[src/rtl/exhaustive_sweep_capture_if.sv]
// Purpose: record stream carrying one (pattern, response) pair per transfer.
// Latency: none; this is wiring only.
// Backpressure: the master holds the record stable while rec_valid=1 and rec_ready=0.
interface exhaustive_sweep_capture_if #(
   parameter int IN_W  = 4,
   parameter int OUT_W = 1
);
   logic             rec_valid;
   logic             rec_ready;
   logic [IN_W-1:0]  rec_pattern;
   logic [OUT_W-1:0] rec_response;

   modport master (
      output rec_valid,
      output rec_pattern,
      output rec_response,
      input  rec_ready
   );

   modport slave (
      input  rec_valid,
      input  rec_pattern,
      input  rec_response,
      output rec_ready
   );
endinterface

[src/rtl/exhaustive_sweep_capture.sv]
// Purpose: sweep all 2^IN_W DUT input patterns, stream (pattern, response) records, fold responses into a MISR.
// Latency: SETTLE+1 cycles per pattern with rec_ready high; done pulses 2^IN_W*(SETTLE+1) edges after start.
// Backpressure: record and dut_in hold in HOLD until rec_ready; abort or reset drops the sweep.
module exhaustive_sweep_capture #(
   parameter int               IN_W   = 4,
   parameter int               OUT_W  = 1,
   parameter int               SETTLE = 1,
   parameter int               SIG_W  = 16,
   parameter logic [SIG_W-1:0] POLY   = 16'h1021
) (
   input  logic                      CK,
   input  logic                      reset,
   input  logic                      start,
   input  logic                      abort,
   input  logic [1:0]                mode,
   output logic [IN_W-1:0]           dut_in,
   input  logic [OUT_W-1:0]          dut_out,
   exhaustive_sweep_capture_if.master rec,
   output logic                      busy,
   output logic                      done,
   output logic [SIG_W-1:0]          signature
);

   localparam int              CNT_W       = (SETTLE > 1) ? $clog2(SETTLE) : 1;
   localparam logic [CNT_W-1:0] SETTLE_LAST = CNT_W'(SETTLE - 1);
   localparam logic [IN_W-1:0]  LAST_IDX    = {IN_W{1'b1}};

   localparam logic [1:0] ST_IDLE  = 2'd0;
   localparam logic [1:0] ST_APPLY = 2'd1;
   localparam logic [1:0] ST_HOLD  = 2'd2;
   localparam logic [1:0] ST_DONE  = 2'd3;

   logic [1:0]       state;
   logic [1:0]       mode_q;
   logic [IN_W-1:0]  index;
   logic [IN_W-1:0]  index_inc;
   logic [CNT_W-1:0] settle_cnt;
   logic [SIG_W-1:0] resp_ext;
   logic [SIG_W-1:0] misr_next;

   // Index-to-pattern mapping; mode 3 is reserved and falls back to ascending.
   function automatic logic [IN_W-1:0] pattern_of(input logic [1:0] md, input logic [IN_W-1:0] i);
      logic [IN_W-1:0] p;
      case (md)
         2'd1:    p = i ^ (i >> 1);
         2'd2:    p = ~i;
         default: p = i;
      endcase
      return p;
   endfunction

   // Next MISR value folding in the response being sampled this edge.
   always_comb begin
      resp_ext              = '0;
      resp_ext[OUT_W-1:0]   = dut_out;
      misr_next             = {signature[SIG_W-2:0], 1'b0} ^ (signature[SIG_W-1] ? POLY : '0) ^ resp_ext;
      index_inc             = index + IN_W'(1);
   end

   // Sweep sequencer: apply, settle, capture, hand off, advance.
   always_ff @(posedge CK) begin
      if (!reset) begin
         state            <= ST_IDLE;
         mode_q           <= 2'd0;
         index            <= '0;
         settle_cnt       <= '0;
         dut_in           <= '0;
         rec.rec_valid    <= 1'b0;
         rec.rec_pattern  <= '0;
         rec.rec_response <= '0;
         busy             <= 1'b0;
         done             <= 1'b0;
         signature        <= '0;
      end else begin
         done <= 1'b0;
         case (state)
            ST_IDLE: begin
               if (start) begin
                  mode_q     <= mode;
                  index      <= '0;
                  signature  <= '0;
                  dut_in     <= pattern_of(mode, {IN_W{1'b0}});
                  busy       <= 1'b1;
                  settle_cnt <= '0;
                  state      <= ST_APPLY;
               end
            end
            ST_APPLY: begin
               if (abort) begin
                  rec.rec_valid <= 1'b0;
                  busy          <= 1'b0;
                  state         <= ST_IDLE;
               end else if (settle_cnt == SETTLE_LAST) begin
                  rec.rec_response <= dut_out;
                  rec.rec_pattern  <= dut_in;
                  rec.rec_valid    <= 1'b1;
                  signature        <= misr_next;
                  state            <= ST_HOLD;
               end else begin
                  settle_cnt <= settle_cnt + CNT_W'(1);
               end
            end
            ST_HOLD: begin
               if (abort) begin
                  // A record handshaking on this edge simply counts as taken.
                  rec.rec_valid <= 1'b0;
                  busy          <= 1'b0;
                  state         <= ST_IDLE;
               end else if (rec.rec_ready) begin
                  rec.rec_valid <= 1'b0;
                  if (index == LAST_IDX) begin
                     busy  <= 1'b0;
                     done  <= 1'b1;
                     state <= ST_DONE;
                  end else begin
                     index      <= index_inc;
                     dut_in     <= pattern_of(mode_q, index_inc);
                     settle_cnt <= '0;
                     state      <= ST_APPLY;
                  end
               end
            end
            ST_DONE: begin
               state <= ST_IDLE;
            end
            default: begin
               state <= ST_IDLE;
            end
         endcase
      end
   end

endmodule

[src/flat_wrapper.sv]
// flat-port wrapper written by rule: the top's interface ports become plain ports
module exhaustive_sweep_capture_flat 
#(
   parameter int               IN_W   = 4,
   parameter int               OUT_W  = 1,
   parameter int               SETTLE = 1,
   parameter int               SIG_W  = 16,
   parameter logic [SIG_W-1:0] POLY   = 16'h1021
)
  (CK, reset, start, abort, mode, dut_in, dut_out, busy, done, signature, rec_rec_valid, rec_rec_pattern, rec_rec_response, rec_rec_ready);
  exhaustive_sweep_capture_if #(.IN_W(IN_W), .OUT_W(OUT_W)) rec_i ();
  input  logic CK;
  input  logic reset;
  input  logic start;
  input  logic abort;
  input  logic [1:0] mode;
  output logic [IN_W-1:0] dut_in;
  input  logic [OUT_W-1:0] dut_out;
  output logic busy;
  output logic done;
  output logic [SIG_W-1:0] signature;
  output wire logic [$bits(rec_i.rec_valid)-1:0] rec_rec_valid;
  output wire logic [$bits(rec_i.rec_pattern)-1:0] rec_rec_pattern;
  output wire logic [$bits(rec_i.rec_response)-1:0] rec_rec_response;
  input wire logic [$bits(rec_i.rec_ready)-1:0] rec_rec_ready;
  assign rec_rec_valid = rec_i.rec_valid;
  assign rec_rec_pattern = rec_i.rec_pattern;
  assign rec_rec_response = rec_i.rec_response;
  assign rec_i.rec_ready = rec_rec_ready;
  exhaustive_sweep_capture #(.IN_W(IN_W), .OUT_W(OUT_W), .SETTLE(SETTLE), .SIG_W(SIG_W), .POLY(POLY)) u_core (.CK(CK), .reset(reset), .start(start), .abort(abort), .mode(mode), .dut_in(dut_in), .dut_out(dut_out), .rec(rec_i), .busy(busy), .done(done), .signature(signature));
endmodule
[config.mk]
export PLATFORM = sky130hd
export DESIGN_NAME = exhaustive_sweep_capture_flat
export DESIGN_NICKNAME = d
export VERILOG_FILES = /design/src/rtl/exhaustive_sweep_capture_if.sv /design/src/rtl/exhaustive_sweep_capture.sv /design/src/flat_wrapper.sv
export SDC_FILE = /design/constraint.sdc
export NUM_CORES = 1
export LEC_CHECK = 0
export BUFFER_PORTS_ARGS = -buffer_cell sky130_fd_sc_hd__buf_2
export CORE_UTILIZATION = 35
export DETAILED_ROUTE_END_ITERATION = 12
export SETUP_SLACK_MARGIN = 0.15
export SLEW_MARGIN = 5
export SYNTH_ARGS = -nofsm -noshare
export SYNTH_HDL_FRONTEND = slang
export SYNTH_SLANG_ARGS = --single-unit
export TNS_END_PERCENT = 30
[constraint.sdc]
create_clock -name CK -period 1.9 [get_ports CK]
set_input_delay 0.285 -clock CK [delete_from_list [all_inputs] [get_ports CK]]
set_output_delay 0.285 -clock CK [all_outputs]
set_load 0.03 [all_outputs]
[Word-level counts from Yosys, hierarchy flattened]
Index checks and enable logic that the tools add are counted.
Cells by class
  $add $sub $neg: 2
  multipliers: 0
  divide/modulo/power cells: 0
  $lt $le $gt $ge: 0
  equality and inequality tests: 17
  shift operators: 0
  mux-type cells: 43
  bitwise gates (word level): 9
  reductions and logical operators: 14
Operators by type and width (number)
  $mux 16: 3
  $mux 4: 9
  $pmux 16 s2: 1
  $pmux 4 s2: 3
  $mux 1: 16
  $xor 16x1->16: 1
  $xor 16x16->16: 1
  $ne 2x2->1 const B: 7
  $mux 13: 1
  $mux 2: 6
  $reduce_and 5->1: 2
  $reduce_and 3->1: 3
  $eq 2x2->1 const B: 4
  $pmux 2 s4: 1
  $ne 3x3->1 const B: 2
  $pmux 1 s3: 2
  $reduce_and 6->1: 1
  $reduce_bool 2->1: 3
  $not 1->1: 5
  $add 4x1->4 const B: 1
  $eq 2x1->1 const B: 2
  $eq 4x4->1 const B: 1
  $not 4->4: 1
  $reduce_and 4->1: 1
  8 further kinds: 8
Storage, ports and cells
  bits in registers: 37
  bits in latches: 0
  RAM bits: 0
  ROM bits: 0
  bits of input ports: 8
  output and inout bits: 28
  logic and storage cells: 96
  memories kept: 0

[Depth between registers and ports, before layout]
  word-level depth: 7
  mapped depth: 9
  mapped depth without buffers: 7

[Worst setup path after synthesis]
Ideal clock, no wire load.
  path kind: register to register
  from: register u_core.state[0]
  to: register u_core.dut_in[2]
  setup time: 0.123 ns
  arrival time: 1.513 ns
  required time: 1.777 ns
  slack: 0.265 ns
  cell stages (with the launch flop): 9
  path buffers: 1
  path through: dfxtp_1 -> inv_1 -> ha_1 -> buf_2 -> nand2b_1 -> a21oi_1 -> o21ai_2 -> a221oi_1 -> nor2_1
On the way
  word-level cells in the longest chain between the ends: 3
Ends and longest elaborated chain
  from (decl): line exhaustive_sweep_capture.sv:33  | logic [1:0] state;
  from (signal assigned): line exhaustive_sweep_capture.sv:63  | state <= ST_IDLE;
  from (signal assigned): line exhaustive_sweep_capture.sv:85  | state <= ST_APPLY;
  from (signal assigned): line exhaustive_sweep_capture.sv:92  | state <= ST_IDLE;
  $eq 2x2->1 / $logic_not 2->1 (equally long branches): line exhaustive_sweep_capture.sv:76  | case (state)
  $ne 2x2->1 (no line) / $reduce_bool 2->1 (equally long branches)
  $reduce_and 5->1 (no line)
  to (signal assigned): line exhaustive_sweep_capture.sv:82  | dut_in <= pattern_of(mode, {IN_W{1'b0}});
  to (signal assigned): line exhaustive_sweep_capture.sv:117  | dut_in <= pattern_of(mode_q, index_inc);
  to (decl): line exhaustive_sweep_capture.sv:16  | output logic [IN_W-1:0] dut_in,
Several ways; a longest one is shown, not always the timed one.
A chain may end at the register's enable or synchronous reset.

[Final worst setup path]
Same ends and word-level chain as after synthesis.

==> flow_summary.toml <==
[status]
run_status = "complete, no violations"

[pwr]
irDropWorstVdd_v = 0.0005006
pwr-share-clk = 0.325
power_density_nw_per_um2 = 786.3
power.share.switching = 0.3159
switching_power_uw = 528.0
design_power_total_mw = 1.672
comb_power_share = 0.196
p_leak_nw = 0.9112
part_of_the_total_power_dissipated_in_sequential_elements = 0.479
power.internal_mw = 1.144

[placement]
dpl.hpwl_um = 2834
io_buffers = 35
preCtsSetupSlack_ns = 0.08962
dpl.cell_count = 311
post_dp_cell_area_sq_um = 2017
routabilityCongestion = 0.8461

[yosys]
synth_largest_type_area_fraction = 0.3983
synth-async-reset-ratio = 0
ys_dominant_reg_cell = "sky130_fd_sc_hd__dfxtp_1"
synth_sequential_area_ratio = 0.3983
number_of_enable_type_register_cells_in_the_synthesized_netlist = 0
synthesis.area_sq_um = 1809
yosys_register_bits = 36
synth.lib_cells_used.distinct = 43
yosys_warnings = 0
syn_nets = 235
synth_top_cells_by_area = "sky130_fd_sc_hd__dfxtp_1 (40%), sky130_fd_sc_hd__a21oi_1 (7.7%), sky130_fd_sc_hd__nand3_1 (6.4%)"
syn_area_per_cell_sq_um = 8.261
synthCells = 219
yosysTopAreaCell = "sky130_fd_sc_hd__dfxtp_1"

[global_route]
overflow = 0
wire_length_of_the_first_global_routing_pass_um = 6458
grt_start_max_net_pins = 29
grt_util_all_layers = 0.1575
first_global_vias = 1382
antenna_found_initial = 0

[setup_path]
critPathLaunchType = "flip-flop"
crit_path_kind = "flip-flop to flip-flop"
critical_path_data_arrival_time_ns = 1.92
worst-path-max-fanout = 5
slowest_stage_delay_on_critical_path_ns = 0.38
timing.critical_path.to_type = "flip-flop"
crit_chain = "inv_1, ha_1, nand2b_1, a21oi_1, o21ai_2, a221oi_1, nor2_1"
critical_path.slowest_cell = "sky130_fd_sc_hd__dfxtp_1"
required_time_of_the_critical_path_ns = 2.08

[finish]
final_cell_mix = "sky130_fd_sc_hd__dfxtp_1 (36), sky130_fd_sc_hd__buf_2 (35), sky130_fd_sc_hd__nand2_1 (29)"
area_delta_synth_final_pct = 17.50
final.fill_count = 490
antennaDiodeCount = 0
register_area_sq_um = 720.7
final_area_sq_um = 2126
combined_area_of_the_multi_input_logic_cells_sq_um = 987.2
final_common_cell = "sky130_fd_sc_hd__dfxtp_1"
final_layout_size_suffix_gt1_frac = 0.2262
final_util = 0.4385
fin_nets = 267
final_cell_count_no_fill = 319

[detailed_routing]
drcViolationCount = 0
detail_route.wirelength_um = 3967
antenna_left = 0
first_iter_violations = 146
via_per_inst = 4.931
vias = 1573
wl_per_cell_um = 12.44
drt_first_pass_iters = 4

[floorplan]
design.die.area_sq_um = 5460
start_util = 0.3732
coreArea_sq_um = 4848
die-width_um = 73.90
std_cell_rows = 25
die_height_um = 73.90
ios = 36

[timing]
total_negative_setup_slacks_ns = 0
hold_viol_final = 0
maxClockFrequency_mhz = 572.1
postLayoutSetupSlackWorst_ns = 0.1519
max_slew_margin = 0.7596
setup_violations = 0
final_max_slew_viol_count = 0
tightestPinTransition_ns = 0.3602
fin_worst_skew_ns = 0.006546
fraction_of_the_cycle_the_final_worst_path_needs = 0.9200
period_minus_slack_ns = 1.748
hold_ws_ns = 0.2624
rsz0062_at_grt = "true"

[min_path]
hold_path_class = "primary input to flip-flop"

[clocking]
clkTransAtPathRegs_ns = 0.07
tritoncts = "done"
h-tree-depth = 2
cts_max_path_buffers = 2
cts_buffers = 5
clock_insertion_delay_worst_skew_ns = 0.29
post_cts_buffers = 0
holdBufCountCts = 0
root_buffer = "sky130_fd_sc_hd__clkbuf_8"
clock_sink_count = 36
cts_resized = 2

[job]
drv.max_cap_violation_count = 0
-- power groups by stage --
stage | clock, mW | combinational, mW | sequential [mW]
finish | 0.544 | 0.327 | 0.801
global route | 0.594 | 0.360 | 0.805
CTS | 0.556 | 0.322 | 0.801
detailed placement | 0 | 0.319 | 0.818
global placement | 0 | 0.319 | 0.817
floorplan | 0 | 0.210 | 0.856
-- critical path: cells and delay by family (launching register included) --
| kind | cells | cell delay, ns |
|---|---|---|
| compound gates | 3 | 0.60 |
| fa+ha+maj | 1 | 0.26 |
| buf+inv | 1 | 0.10 |
| flops | 1 | 0.38 |
| simple gates | 2 | 0.30 |
-- metal layers --
layer  vias up  wire length [um]  global-route usage
li1        825                 -                   -
met1       714              1972              0.2099
met2        28              1810              0.2416
met3         6               124             0.03704
met4         0                59             0.06838
met5         -                 0                   0
-- flip-flops by register name (all words and copies together) (netlist names) --
| signal | cells |
|---|---|
| u_core.rec.rec_pattern | 4 |
| u_core.index | 4 |
| u_core.rec.rec_valid | 1 |
| u_core.busy | 1 |
| u_core.dut_in | 4 |
| u_core.mode_q | 2 |
| u_core.state | 2 |
| u_core.rec.rec_response | 1 |
| u_core.signature | 16 |
| u_core.done | 1 |
-- final timing paths --
kind	from	depth (start not counted)	slack (ns)	to
min reg2reg	u_core.signature[0]	2	0.47	u_core.signature[0]
max	u_core.state[0]	7	0.15	u_core.dut_in[2]
min	mode[0]	3	0.26	u_core.mode_q[0]
max reg2reg	u_core.state[0]	7	0.15	u_core.dut_in[2]
-- kinds of logic after synthesis --
group | share of synthesized area
xor+xnor | 0.02420
mux | 0.05049
compound gates | 0.1936
simple gates | 0.2102
buf+inv | 0.06776
fa+ha+maj | 0.05533
flops | 0.3983
-- synthesized netlist by cell type, drive strengths merged, types with 3 or more instances --
cell	n
mux2i	8
buf	9
nand3	23
inv	11
nand2	29
nor2	16
ha	8
xor2	4
dfxtp	36
nand2b	3
o31ai	3
clkbuf	5
o21ai	8
a21oi	29
-- area by class of cell --
type,instances,share of cell area
well taps,67,0.03943
repair buffers,39,0.09653
clock buffers,5,0.03237
flip-flops and latches,36,0.3390
multi-input cells,158,0.4644
inverters,11,0.01942
clock inverters,3,0.008829
Power figures use the tool's default switching activity.
